File: config.mk
export PLATFORM = sky130hd
export DESIGN_NAME = calc_display_driver
export DESIGN_NICKNAME = d
export VERILOG_FILES = /design/src/rtl/calc_display_pkg.sv /design/src/rtl/calc_display_driver_bcd.sv /design/src/rtl/calc_display_driver.sv
export SDC_FILE = /design/constraint.sdc
export NUM_CORES = 1
export LEC_CHECK = 0
export ABC_CLOCK_PERIOD_IN_PS = 4200
export CAP_MARGIN = 20
export CORE_MARGIN = 4
export CORE_UTILIZATION = 35
export CTS_BUF_LIST = sky130_fd_sc_hd__clkbuf_8
export DETAILED_ROUTE_END_ITERATION = 8
export PLACE_DENSITY_LB_ADDON = 0.1
export SLEW_MARGIN = 20
export SYNTH_ARGS = -nofsm -noshare
export SYNTH_HDL_FRONTEND = slang
export SYNTH_SLANG_ARGS = --single-unit
File: constraint.sdc
create_clock -name clk -period 4.2 [get_ports clk]
set_input_delay 0.42 -clock clk [delete_from_list [all_inputs] [get_ports clk]]
set_output_delay 0.42 -clock clk [all_outputs]
set_load 0.03 [all_outputs]
File: src/rtl/calc_display_pkg.sv
// Shared types and glyph helpers for the seven-segment display driver.
// Glyphs are active-low, bit0=a .. bit6=g.
package calc_display_pkg;

  typedef enum logic [1:0] {
    IDLE,
    LOAD,
    SHIFT,
    DONE
  } state_e;

  localparam logic [6:0] GLYPH_BLANK = 7'h7F;
  localparam logic [6:0] GLYPH_MINUS = 7'h3F;

  function automatic logic [6:0] hex_to_seg(input logic [3:0] n);
    logic [6:0] s;
    unique case (n)
      4'h0: s = 7'h40;
      4'h1: s = 7'h79;
      4'h2: s = 7'h24;
      4'h3: s = 7'h30;
      4'h4: s = 7'h19;
      4'h5: s = 7'h12;
      4'h6: s = 7'h02;
      4'h7: s = 7'h78;
      4'h8: s = 7'h00;
      4'h9: s = 7'h10;
      4'hA: s = 7'h08;
      4'hB: s = 7'h03;
      4'hC: s = 7'h46;
      4'hD: s = 7'h21;
      4'hE: s = 7'h06;
      4'hF: s = 7'h0E;
    endcase
    return s;
  endfunction

endpackage

File: src/rtl/calc_display_driver_bcd.sv
// Sequential double-dabble: 16-bit binary to 5 BCD digits in 16 shifts.
// done is high during the cycle whose edge performs the final shift.
module bin16_to_bcd (
  input  logic        clk,
  input  logic        reset,
  input  logic        start,
  input  logic [15:0] bin,
  output logic        done,
  output logic [19:0] bcd
);

  logic [35:0] sh_q;
  logic [35:0] adj;
  logic [35:0] sh_d;
  logic [3:0]  cnt_q;
  logic        run_q;

  always_comb begin
    adj = sh_q;
    for (int i = 0; i < 5; i++) begin
      if (sh_q[16+4*i +: 4] >= 4'd5)
        adj[16+4*i +: 4] = sh_q[16+4*i +: 4] + 4'd3;
    end
  end

  assign sh_d = {adj[34:0], 1'b0};

  always_ff @(posedge clk) begin
    if (reset) begin
      sh_q  <= '0;
      cnt_q <= '0;
      run_q <= 1'b0;
    end else if (start) begin
      sh_q  <= {20'd0, bin};
      cnt_q <= '0;
      run_q <= 1'b1;
    end else if (run_q) begin
      sh_q  <= sh_d;
      cnt_q <= cnt_q + 4'd1;
      if (cnt_q == 4'd15)
        run_q <= 1'b0;
    end
  end

  assign done = run_q && (cnt_q == 4'd15);
  assign bcd  = sh_q[35:16];

endmodule

File: src/rtl/calc_display_driver.sv
// Renders the calculator result on an 8-digit multiplexed display,
// in hex or (un)signed decimal, converting only when the input changes.
module calc_display_driver
  import calc_display_pkg::*;
#(
  parameter int REFRESH_DIV = 100_000,
  parameter int N_DIGITS    = 8
) (
  input  logic        clk,
  input  logic        reset,
  input  logic [15:0] value,
  input  logic        dec_mode,
  input  logic        signed_mode,
  output logic [6:0]  segments,
  output logic        dp,
  output logic [7:0]  anodes,
  output logic        busy
);

  localparam int CW = (REFRESH_DIV > 1) ? $clog2(REFRESH_DIV) : 1;
  localparam logic [CW-1:0] REF_LAST = CW'(REFRESH_DIV - 1);

  state_e      state_q, state_d;
  logic [15:0] val_q, lval_q, mag;
  logic        dec_q, sgn_q, ldec_q, lsgn_q;
  logic        pend_q, neg_q, neg_d, changed;
  logic        bcd_start, bcd_done, seen;
  logic [19:0] bcd;
  logic [6:0]  dig_q [N_DIGITS];
  logic [6:0]  dig_d [N_DIGITS];
  logic [CW-1:0] ref_q;
  logic [2:0]  idx_q;
  logic [6:0]  seg_q;
  logic [7:0]  an_q;

  assign neg_d = sgn_q & dec_q & val_q[15];
  assign mag   = neg_d ? (~val_q + 16'd1) : val_q;
  assign changed = {val_q, dec_q, sgn_q} != {lval_q, ldec_q, lsgn_q};
  assign bcd_start = (state_q == LOAD) && dec_q;

  bin16_to_bcd u_bcd (
    .clk   (clk),
    .reset (reset),
    .start (bcd_start),
    .bin   (mag),
    .done  (bcd_done),
    .bcd   (bcd)
  );

  always_ff @(posedge clk) begin
    if (reset) state_q <= IDLE;
    else       state_q <= state_d;
  end

  always_comb begin
    state_d = state_q;
    unique case (state_q)
      IDLE:  if (pend_q || changed) state_d = LOAD;
      LOAD:  state_d = dec_q ? SHIFT : DONE;
      SHIFT: if (bcd_done) state_d = DONE;
      DONE:  state_d = IDLE;
    endcase
  end

  // Leading-zero blanking walks down from the top BCD digit.
  always_comb begin
    seen = 1'b0;
    for (int i = 0; i < N_DIGITS; i++) dig_d[i] = GLYPH_BLANK;
    if (ldec_q) begin
      for (int i = 4; i >= 1; i--) begin
        seen = seen | (bcd[4*i +: 4] != 4'd0);
        if (seen) dig_d[i] = hex_to_seg(bcd[4*i +: 4]);
      end
      dig_d[0] = hex_to_seg(bcd[3:0]);
      if (neg_q) dig_d[5] = GLYPH_MINUS;
    end else begin
      for (int i = 0; i < 4; i++)
        dig_d[i] = hex_to_seg(lval_q[4*i +: 4]);
    end
  end

  always_ff @(posedge clk) begin
    if (reset) begin
      val_q  <= '0;
      dec_q  <= 1'b0;
      sgn_q  <= 1'b0;
      lval_q <= '0;
      ldec_q <= 1'b0;
      lsgn_q <= 1'b0;
      pend_q <= 1'b1;
      neg_q  <= 1'b0;
      for (int i = 0; i < N_DIGITS; i++) dig_q[i] <= GLYPH_BLANK;
      ref_q  <= '0;
      idx_q  <= '0;
      seg_q  <= GLYPH_BLANK;
      an_q   <= 8'hFF;
    end else begin
      val_q <= value;
      dec_q <= dec_mode;
      sgn_q <= signed_mode;
      if (state_q == LOAD) begin
        lval_q <= val_q;
        ldec_q <= dec_q;
        lsgn_q <= sgn_q;
        neg_q  <= neg_d;
        pend_q <= 1'b0;
      end
      if (state_q == DONE) begin
        for (int i = 0; i < N_DIGITS; i++) dig_q[i] <= dig_d[i];
      end
      if (ref_q == REF_LAST) begin
        ref_q <= '0;
        idx_q <= idx_q + 3'd1;
      end else begin
        ref_q <= ref_q + 1'b1;
      end
      seg_q <= dig_q[idx_q];
      an_q  <= ~(8'd1 << idx_q);
    end
  end

  assign segments = seg_q;
  assign anodes   = an_q;
  assign dp       = 1'b1;
  assign busy     = (state_q != IDLE);

endmodule

=== Word level (Yosys, flattened, before mapping) ===
Memory sizes are Yosys's and may differ from the RTL's. A register that Yosys moved wholly into a read port is not among the register bits.
Index checks and enable logic that the tools add are counted.

* Flip-flop bits (word level): 109
* Bits in writable memories: 56
* ROM bits: 1008
* Input port bits: 20
* Output and inout port bits: 17
* Logic and storage cells: 130
* Memories kept: 10

* Add/subtract/negate cells: 9
* $lt $le $gt $ge: 5
* Equality and inequality tests: 8
* Shift operators: 1
* Multiplexer cells: 53
* Bitwise operators: 15
* Reductions and logical operators: 13

{| class="wikitable"
|+ Memory list
! name !! depth !! bits a word !! rd ports !! clocked after Yosys merged registers in !! write ports !! RTL line !! text
|-
| (name not given) || 16 || 7 || 1 || 1 || 0 || calc_display_pkg.sv:17 || <nowiki>unique case (n)</nowiki>
|-
| (name not given) || 16 || 7 || 1 || 1 || 0 || calc_display_pkg.sv:17 ||
|-
| (name not given) || 16 || 7 || 1 || 1 || 0 || calc_display_pkg.sv:17 ||
|-
| (name not given) || 16 || 7 || 1 || 1 || 0 || calc_display_pkg.sv:17 ||
|-
| (name not given) || 16 || 7 || 1 || 1 || 0 || calc_display_pkg.sv:17 ||
|-
| (name not given) || 16 || 7 || 1 || 1 || 0 || calc_display_pkg.sv:17 ||
|-
| +4 memories || -- || -- || -- || -- || -- || -- ||
|}

{| class="wikitable"
|+ Operators by type and width
! operator !! number
|-
| two-way mux 7 bit || 13
|-
| two-way mux 4 bit || 22
|-
| two-way mux 16 bit || 3
|-
| two-way mux 28 bit || 1
|-
| greater-or-equal comparator 4 x 3 -> 1 bit, second input constant || 5
|-
| != test 18 bit || 1
|-
| adder 17 x 1 -> 17 bit, second input constant || 1
|-
| == test 17 bit, second input constant || 1
|-
| adder 16 x 1 -> 16 bit, second input constant || 1
|-
| adder 4 x 2 -> 4 bit, second input constant || 4
|-
| inverter 16 bit || 1
|-
| nonzero test 4 bit || 4
|-
| two-way mux 14 bit || 1
|-
| bitwise OR 1 bit || 11
|-
| two-way mux 1 bit || 9
|-
| inverter 8 bit || 1
|-
| one-hot mux 2 bit (4 select lines) || 1
|-
| << shifter 1 x 3 -> 8 bit, first input constant || 1
|-
| adder 4 x 1 -> 4 bit, second input constant || 1
|-
| == test 2 bit, second input constant || 2
|-
| == test 4 bit, second input constant || 1
|-
| two-way mux 2 bit || 2
|-
| != test 2 bit, second input constant || 2
|-
| nonzero test 2 bit || 2
|-
| other kinds (10) || 13
|}

=== Depth between registers and ports, before layout ===
Gate-level depths: netlist of the first run.

* Depth after elaboration: 7
* Depth in mapped cells: 14
* Depth with buffers taken out: 12

=== By module ===
A second synthesis of the first run with hierarchy kept.

* Cell total of the unflattened synthesis: 1081
* Area total of the unflattened synthesis: 10104.7 um2

{| class="wikitable"
|+ Modules (own cells, without submodules)
! module !! instances !! cells each !! area an instance (um2) !! seq. area each (um2)
|-
| calc_display_driver || 1 || 826 || 7827.5 || 3143.0
|-
| bin16_to_bcd || 1 || 255 || 2277.2 || 820.8
|}

=== Least setup slack after synthesis of the first run ===
OpenSTA, ideal clock, no wires.

* Path type: reg-to-reg
* Start point: reg state_q[1]
* End point: reg (tool-made name)
* Library setup time: 116 ps
* Data arrival time: 2850 ps
* Required time: 4084 ps
* Slack: 1234 ps
* Stages on the path, launching flop included: 14
* Buffers on the path: 5
* Period minus slack after synthesis: 2966 ps
* Cell sequence: dfxtp_1 > inv_1 > ha_1 > buf_4 > a21o_1 > buf_2 > buf_2 > buf_2 > buf_2 > a31oi_1 > inv_1 > ha_1 > or4_4 > o211a_1

{| class="wikitable"
|+ RTL lines
! element !! RTL line !! text
|-
| from (decl) || calc_display_driver.sv:23 || <nowiki>state_e state_q, state_d;</nowiki>
|-
| from (signal assigned) || calc_display_driver.sv:52 || <nowiki>else state_q <= state_d;</nowiki>
|}

==> results of run 1 <==
[placed cells by master (no fill, tap or decap), types with 11 or more instances in the layout]
cell type,n
inv_1,74
nand3b_1,13
or3_1,15
a21oi_1,28
edfxtp_1,36
o22ai_1,45
nand2_1,75
xnor2_1,21
o21ai_0,36
mux2i_1,67
nor2_1,111
nor3_1,33
xor2_1,32
a31oi_1,11
nor2b_1,27
dfxtp_1,178
clkbuf_8,55
nor3b_1,13
nand3_1,25
a211oi_1,15
ha_1,81
clkdlybuf4s50_1,34
[synth_stat cells (all sizes together), types with 28 or more instances]
cell type | count | area, sq um
ha | 81 | 1010
dfxtp | 179 | 3580
nor2b | 28 | 175
inv | 65 | 244
edfxtp | 36 | 1080
buf | 39 | 226
a21oi | 30 | 154
nand2 | 75 | 282
o21ai | 41 | 209
o22ai | 45 | 282
nor2 | 114 | 435
mux2i | 67 | 671
xor2 | 32 | 280
nor3 | 33 | 165
[final timing paths]
| kind | from | endpoint | slack [ns] | cells after the start |
|---|---|---|---|---|
| hold reg to reg | pend_q$_SDFFE_PP1P_ | pend_q$_SDFFE_PP1P_ | 0.45 | 2 |
| hold / removal | reset | u_bcd.sh_q[17]$_SDFFE_PP0P_ | 0.27 | 4 |
| setup / recovery | u_bcd.sh_q[20]$_SDFFE_PP0P_ | register | 1.28 | 9 |
| setup reg to reg | u_bcd.sh_q[20]$_SDFFE_PP0P_ | register | 1.28 | 9 |
[metal layers]
metal,up-vias,wire [microns],share of wire (%)
met5,-,0,0
met4,0,477,1.8
met3,36,974,3.8
met2,138,11700,45
met1,3765,12700,49
li1,4142,-,-
[kinds of logic (layout without fill, tap and decap cells)]
logic type,Yosys count,in the layout,synth area share (%)
AOI/OAI and AO/OA,214,214,13.8
xor gates and xnor gates,53,53,4.20
adders and majority gates,81,81,9.17
buffers and inverters,129,187,5.11
DFF,215,215,42.2
muxes,82,82,8.51
other,1,1,0.0339
and+or+nand+nor,377,377,17.0
[cell type report]
cell class	instances	share of cell area, %
clock inverter	20	0.819
sequential	215	37.2
multi-input combinational	808	46.5
clock buffer	55	6.04
inverter	67	2.01
timing repair buffer	45	3.45
tap	396	3.95
[per-stage QoR]
stage | utilization (%) | hold slack [ns] | area [sq um]
after floorplan | - | 0.425 | 11100
after CTS | 40.7 | 0.235 | 12500
after global placement | 37.9 | 0.434 | 11700
after detailed placement | 37.9 | 0.440 | 11700
final | 40.7 | 0.273 | 12500
after global routing | 40.7 | 0.276 | 12500
[report_power, final]
group          switching (mW)  internal [mW]  total, mW
logic                   0.623          0.393       1.02
clock network           0.919           1.18       2.10
registers               0.110           2.29       2.40
total                    1.65           3.86       5.51
[worst max-delay path: stages, from the launching register on]
cell and delay [ns]:
dfxtp_1 0.37, inv_1 0.11, ha_1 0.23, nor2b_1 0.17
or4_1 0.53, a31oi_1 0.31, inv_1 0.15, ha_1 0.29
or4_4 0.54, o211a_1 0.12
==> results.py, run 1 <==
metrics = {
    "worst_setup_path": {
        "start_kind": "register",
        "arrival_ns": 3.36,
        "required_ns": 4.64,
        "crit_type": "register to register",
        "end_kind": "register",
        "crit_fanout": 4,
    },
    "detailed_routing": {
        "via_count": 8081,
        "drc": 0,
        "first_iter_violations": 358,
        "dr.pass1.iters": 5,
        "vias_per_cell": 5.03,
        "drt.antenna.violating_nets": 0,
        "totalWireLength_mm": 25.9,
        "wl_per_cell_microns": 16.1,
    },
    "sta": {
        "tns_ns": 0,
        "skew_ns": 0.0267,
        "period_share_pct": 69.4,
        "finalSetupViolCount": 0,
        "worstMarginPinSlew_ns": 0.847,
        "relSlewSlack_pct": 43.5,
        "max_freq_mhz": 343,
        "slew_viol_final": 0,
        "rsz0062_at_grt": "no",
        "finalCriticalPeriod_ns": 2.92,
        "hold_viol_final": 0,
        "layout_setup_ws_ns": 1.28,
    },
    "clock_tree": {
        "cts_resized": 0,
        "clkTransAtPathRegs_ns": 0.06,
        "clkSinkCount": 215,
        "htreeDepth": 2,
        "cts_setup_buffers": 0,
        "cts_hold_buf": 0,
        "clock_latency_ns": 0.56,
        "clk_path_buf_depth": 3,
        "cts_tree": "built",
        "cts_buffers": 42,
        "root_buffer": "clkbuf_8",
    },
    "placed_design": {
        "dp_slack_ns": 1.31,
        "routabilityCongestion": 0.839,
        "placed_cells": 1531,
        "place_hpwl_mm": 18.4,
        "numPortBuffers": 35,
    },
    "status": {
        "outcome": "completed",
    },
    "synth": {
        "syn_avg_cell_area_sq_um": 9.59,
        "async_reset_ff_share_pct": 0,
        "synth_cells": 1152,
        "synth.yosys.seq_area_share_pct": 42.2,
        "synth_ff_type": "dfxtp_1",
        "ys_ff_latch": 215,
        "synth-edff-count": 36,
        "synth_fp_nets": 1253,
        "synth_warnings": 0,
        "synth_area_sq_mm": 0.0111,
        "yosys.cell_types.count": 78,
    },
    "global_routing": {
        "use_met3_pct": 2.97,
        "grtUsageTotal_pct": 15.1,
        "grt_pass1_wl_mm": 42.4,
        "grtUsageMet1_pct": 20.8,
        "grt_max_degree": 66,
        "grt_overflow": 0,
        "gr-usage-met2_pct": 24.4,
        "grt_pass1_vias": 8078,
        "busiest_layer": "met2",
        "antenna_found_initial": 0,
    },
    "power": {
        "power_density_mw_per_mm2": 440,
        "totalPowerFinal_mw": 5.51,
        "cellLeakagePower_nw": 4.56,
        "vdd_drop_max_uv": 212,
    },
    "floorplan": {
        "row_count": 64,
        "start_util_pct": 35.8,
        "dieArea_sq_mm": 0.0345,
        "die_h_microns": 186,
        "fp.dieW_microns": 186,
        "io_pins": 37,
        "core_sq_mm": 0.0308,
    },
    "finish": {
        "fin_nets": 1280,
        "multi_input_area_sq_mm": 0.00583,
        "areaGrowthSynthToFinish_pct": 13.4,
        "seqCellArea_sq_mm": 0.00467,
        "layout-drive-gt1-share_pct": 10.5,
        "n_fill_cell": 3090,
        "diodes": 0,
        "stdcell_count": 1606,
    },
    "flow_run": {
        "drv_cap": 0,
    },
    "hold_path": {
        "hold_path.class": "input port to register",
    },
}
Power figures use the tool's default switching activity.
==> run 2, diff against run 1 <==
--- a/config.mk
+++ b/config.mk
@@ -5,7 +5,7 @@
 export SDC_FILE = /design/constraint.sdc
 export NUM_CORES = 1
 export LEC_CHECK = 0
-export ABC_CLOCK_PERIOD_IN_PS = 4200
+export ABC_CLOCK_PERIOD_IN_PS = 2700
 export CAP_MARGIN = 20
 export CORE_MARGIN = 4
 export CORE_UTILIZATION = 35
==> constraint.sdc (replaced) <==
create_clock -name clk -period 2.7 [get_ports clk]
set_input_delay 0.27 -clock clk [delete_from_list [all_inputs] [get_ports clk]]
set_output_delay 0.27 -clock clk [all_outputs]
set_load 0.03 [all_outputs]
==> run 2 against run 1 <==
  * Clock power is 42% higher
  * Core utilization rose by 0.78 points
  * Critical path depth is the same
  * Sequential power is 54% higher
  * Critical path type unchanged
  * Fmax is 14% higher
  * Largest power group unchanged
  * Largest cell class unchanged
==> results.py, run 2 (synthesized netlist as in run 1, its figures left out) <==
metrics = {
    "finish": {
        "final_common_cell": "dfxtp_1",
        "diodes": 0,
        "stdcell_count": 1634,
        "fin_nets": 1310,
        "areaGrowthSynthToFinish_pct": 15.6,
        "layout_common_cells": "176 x dfxtp_1, 109 x nor2_1, 79 x ha_1, 75 x inv_1, 75 x nand2_1",
        "finalInstanceArea_sq_mm": 0.0128,
        "n_fill_cell": 3092,
        "layout-drive-gt1-share_pct": 13.6,
    },
    "sta": {
        "max_freq_mhz": 392,
        "finalSetupViolCount": 0,
        "skew_ns": 0.0261,
        "rsz0062_at_grt": "yes",
        "relSlewSlack_pct": 53.2,
        "layout_setup_ws_ns": 0.152,
        "slew_viol_final": 0,
        "hold_viol_final": 0,
        "whs_ns": 0.273,
        "period_share_pct": 94.4,
        "finalCriticalPeriod_ns": 2.55,
        "worstMarginPinSlew_ns": 0.696,
    },
    "floorplan": {
        "dieArea_sq_mm": 0.0345,
        "row_count": 64,
        "start_util_pct": 35.8,
        "die_h_microns": 186,
        "core_sq_mm": 0.0308,
        "fp.dieW_microns": 186,
        "io_pins": 37,
    },
    "clock_tree": {
        "clk_path_buf_depth": 3,
        "clock_latency_ns": 0.53,
        "htreeDepth": 2,
        "cts_hold_buf": 0,
        "root_buffer": "clkbuf_8",
        "cts_tree": "built",
        "clkSinkCount": 215,
        "cts_buffers": 41,
        "clkTransAtPathRegs_ns": 0.06,
        "cts_setup_buffers": 0,
    },
    "worst_setup_path": {
        "cp.depth": 9,
        "critical-path-max-stage-delay_ns": 0.53,
        "path_delay_family": "simple AND/OR/NAND/NOR gates",
        "arrival_ns": 2.97,
        "end_kind": "register",
        "crit_fanout": 4,
        "r2r_slack_ns": 0.15,
        "crit_type": "register to register",
        "ff2ff_path_depth": 9,
        "crit_chain": "inv_1 > ha_1 > nor2b_1 > o21ai_1 > mux2_4 > or2_4 > ha_1 > or4_4 > o211a_1",
        "start_kind": "register",
        "crit_buf_inv": 1,
        "crit_top_cell": "ha_1",
        "crit_path_top_delay_cell": "or4_4",
        "required_ns": 3.12,
    },
    "placed_design": {
        "place_hpwl_mm": 19.3,
        "dp_slack_ns": 0.00324,
        "placed_cells": 1562,
        "numPortBuffers": 35,
        "placed_area_sq_mm": 0.0119,
        "routabilityCongestion": 0.787,
    },
    "global_routing": {
        "grt_pass1_wl_mm": 42.8,
        "grtUsageTotal_pct": 15.5,
        "grt_pass1_vias": 8078,
        "grt_overflow": 0,
        "antenna_found_initial": 0,
        "grt_max_degree": 80,
    },
    "detailed_routing": {
        "first_iter_violations": 445,
        "via_count": 8265,
        "dr.pass1.iters": 5,
        "totalWireLength_mm": 26.5,
        "vias_per_cell": 5.06,
        "wl_per_cell_microns": 16.2,
        "drc": 0,
        "drt.antenna.violating_nets": 0,
    },
    "power": {
        "cellLeakagePower_nw": 4.69,
        "totalPowerFinal_mw": 8.35,
        "vdd_drop_max_uv": 345,
        "power_density_mw_per_mm2": 653,
    },
    "flow_run": {
        "drv_cap": 0,
    },
    "hold_path": {
        "hold_path.class": "input port to register",
        "holdPathStages": 4,
    },
    "status": {
        "outcome": "completed",
    },
}
run 2: cell count changes in the layout (fill, tap and decap cells not counted), sizes merged:
cell      before  now
buf           11   42
clkinv         9   10
clkbuf        55   49
clkinvlp       0    2
run 2: repair_timing:
item | CTS | global route
pin swaps | 0 | 1
setup endpoints to repair | 1 | 21
gates resized for setup | 1 | 15
run 2: layer usage:
layer | global-route usage, % | vias up | wire (microns) | share of wire [%]
met4 | 4.17 | 0 | 571 | 2.2
met1 | 20.0 | 3875 | 12300 | 46
li1 | - | 4195 | - | -
met2 | 26.7 | 149 | 12600 | 48
met3 | 2.78 | 46 | 991 | 3.7
met5 | 0 | - | 0 | 0
run 2: worst paths after layout:
check	startpoint	endpoint
setup / recovery	u_bcd.sh_q[25]$_SDFFE_PP0P_	register
hold / removal	reset	u_bcd.sh_q[18]$_SDFFE_PP0P_
setup reg to reg	u_bcd.sh_q[25]$_SDFFE_PP0P_	register
hold reg to reg	pend_q$_SDFFE_PP1P_	pend_q$_SDFFE_PP1P_
run 2: power by group:
group	switching, mW	internal (mW)
clock	1.35	1.64
combinational	0.981	0.671
sequential	0.151	3.55
total	2.48	5.87
run 2: worst reg2reg max path: stages (launching register included):
cell and delay, ns:
dfxtp_2 0.34, inv_1 0.08, ha_1 0.20, nor2b_1 0.14, o21ai_1 0.18, mux2_4 0.32
or2_4 0.25, ha_1 0.29, or4_4 0.53, o211a_1 0.12
run 2: per-stage QoR:
stage,util (%),TNS [ns]
floorplan,-,0
global route,41.4,-0.0439
CTS,41.3,0
detailed placement,38.7,0
finish,41.4,0
global placement,38.7,0
run 2: area by class of cell:
cell class              count  area, sq um  share of cell area (%)
multi-input cells         808         5900                    46.2
flip-flops and latches    215         4670                    36.5
repair buffers             76          686                    5.37
clock buffers              49          674                    5.28
well taps                 396          495                    3.88
inverters                  67          251                    1.97
clock inverters            23          104                   0.813
==> run 3, diff against run 2 <==
--- a/config.mk
+++ b/config.mk
@@ -7,7 +7,6 @@
 export LEC_CHECK = 0
 export ABC_CLOCK_PERIOD_IN_PS = 2700
 export CAP_MARGIN = 20
-export CORE_MARGIN = 4
 export CORE_UTILIZATION = 35
 export CTS_BUF_LIST = sky130_fd_sc_hd__clkbuf_8
 export DETAILED_ROUTE_END_ITERATION = 8
==> run 3 against run 2 <==
  * The flow now finishes with violations (design-rule violations)
  * Core utilization barely moved
  * Combinational power up 2%
  * First-iteration DRC count is 2.0% higher
  * Final cell count rose by 0.12%
  * Critical path type unchanged
==> results.py, run 3 (synthesized netlist as in run 1, its figures left out) <==
metrics = {
    "clock_tree": {
        "clock_latency_ns": 0.54,
        "clkTransAtPathRegs_ns": 0.06,
        "clkSinkCount": 215,
        "cts_tree": "built",
        "cts_hold_buf": 0,
        "root_buffer": "clkbuf_8",
        "htreeDepth": 2,
        "cts_setup_buffers": 0,
        "cts_buffers": 39,
        "clk_path_buf_depth": 3,
    },
    "status": {
        "outcome": "finished with violations",
        "violations": "design-rule violations",
    },
    "placed_design": {
        "routabilityCongestion": 0.804,
        "place_hpwl_mm": 18.7,
        "numPortBuffers": 35,
    },
    "finish": {
        "areaGrowthSynthToFinish_pct": 15.7,
        "fin_util_pct": 41.5,
        "fin_nets": 1314,
        "layout-drive-gt1-share_pct": 13.4,
        "diodes": 0,
        "n_fill_cell": 3069,
        "layout_common_cells": "175 x dfxtp_1, 108 x nor2_1, 79 x inv_1, 78 x ha_1, 75 x nand2_1",
        "final_common_cell": "dfxtp_1",
    },
    "floorplan": {
        "start_util_pct": 35.8,
        "row_count": 64,
        "dieArea_sq_mm": 0.0323,
        "core_sq_mm": 0.0308,
        "fp.dieW_microns": 180,
        "die_h_microns": 180,
        "io_pins": 37,
    },
    "detailed_routing": {
        "wl_met3_microns": 845,
        "wl_per_cell_microns": 15.7,
        "drt.antenna.violating_nets": 0,
        "dr.pass1.iters": 6,
        "drc": 5,
        "met2WireLength_mm": 11.6,
        "top_layer": "met4",
        "via_count": 8167,
        "vias_per_cell": 4.99,
        "wl_met1_mm": 12.7,
        "first_iter_violations": 454,
        "totalWireLength_mm": 25.7,
    },
    "global_routing": {
        "grt_pass1_vias": 8332,
        "grt_overflow": 0,
        "grt_pass1_wl_mm": 42.9,
        "antenna_found_initial": 0,
        "grt_max_degree": 80,
        "grtUsageTotal_pct": 16.3,
    },
    "sta": {
        "finalSetupViolCount": 0,
        "slew_viol_final": 0,
        "rsz0062_at_grt": "yes",
        "worstMarginPinSlew_ns": 0.696,
        "finalCriticalPeriod_ns": 2.57,
        "relSlewSlack_pct": 53.5,
        "period_share_pct": 95.3,
        "whs_ns": 0.245,
        "skew_ns": 0.0338,
        "hold_viol_final": 0,
        "max_freq_mhz": 389,
    },
    "worst_setup_path": {
        "required_ns": 3.11,
        "crit_fanout": 4,
        "end_kind": "register",
        "r2r_slack_ns": 0.13,
        "start_kind": "register",
        "crit_type": "register to register",
        "arrival_ns": 2.98,
    },
    "power": {
        "totalPowerFinal_mw": 8.29,
        "power_density_mw_per_mm2": 648,
        "cellLeakagePower_nw": 4.70,
        "vdd_drop_max_uv": 355,
    },
    "hold_path": {
        "hold_path.class": "input port to register",
    },
    "flow_run": {
        "drv_cap": 0,
    },
}
run 3: cell count changes in the layout (fill, tap and decap cells not counted), moves of 3 or more:
cell and delta:
clkinv_2 -7, clkbuf_8 -3, buf_4 +7, inv_1 +4
run 3: where the power goes:
group          switching [mW]  internal [mW]  total, mW
Combinational           0.997          0.690       1.69
Sequential              0.147           3.55       3.70
Clock                    1.35           1.55       2.90
run 3: timing repair:
item,4_1_cts,5_1_grt
gates cloned,0,0
setup endpoints to repair,2,13
gates resized for setup,2,16
hold endpoints to repair,0,0
pin swaps,0,3
run 3: cell type report:
| cell class | count | area, sq um | area share (%) |
|---|---|---|---|
| repair buffers | 82 | 727 | 5.69 |
| multi-input cells | 808 | 5900 | 46.2 |
| clock inverters | 22 | 105 | 0.822 |
| flip-flops and latches | 215 | 4670 | 36.5 |
| clock buffers | 46 | 633 | 4.95 |
| well taps | 396 | 495 | 3.88 |
| inverters | 67 | 251 | 1.97 |
run 3: path summary, 6_finish.rpt:
| path | start | endpoint | cells after the start |
|---|---|---|---|
| hold reg to reg | pend_q$_SDFFE_PP1P_ | pend_q$_SDFFE_PP1P_ | 2 |
| hold / removal | reset | u_bcd.sh_q[17]$_SDFFE_PP0P_ | 4 |
| setup reg to reg | u_bcd.sh_q[25]$_SDFFE_PP0P_ | register | 9 |
| setup / recovery | u_bcd.sh_q[25]$_SDFFE_PP0P_ | register | 9 |
run 3: critical path, cell delays in order, from the launching register on:
cell and delay (ns):
dfxtp_2 0.34, inv_1 0.08, ha_1 0.19, nor2b_1 0.14, o21ai_1 0.18, mux2_4 0.32
or2_2 0.34, ha_4 0.24, or4_4 0.53, o211a_1 0.12
run 3: routing by layer:
| metal | GRT usage [%] | vias up |
|---|---|---|
| li1 | - | 4192 |
| met1 | 21.9 | 3808 |
| met2 | 26.8 | 126 |
| met3 | 2.74 | 41 |
| met4 | 5.00 | 0 |
| met5 | 0 | - |
run 3: metrics by stage:
stage / worst slack, ns / cells / area [sq um] / setup TNS [ns]
after global routing: -0.0172 / 1636 / 12800 / -0.0172
after floorplan: 0.0218 / 1152 / 11100 / 0
after CTS: 0.0163 / 1636 / 12700 / 0
final: 0.128 / 1636 / 12800 / 0
after global placement: 0.0511 / 1568 / 12000 / 0
after detailed placement: -0.00234 / 1568 / 12000 / -0.00234
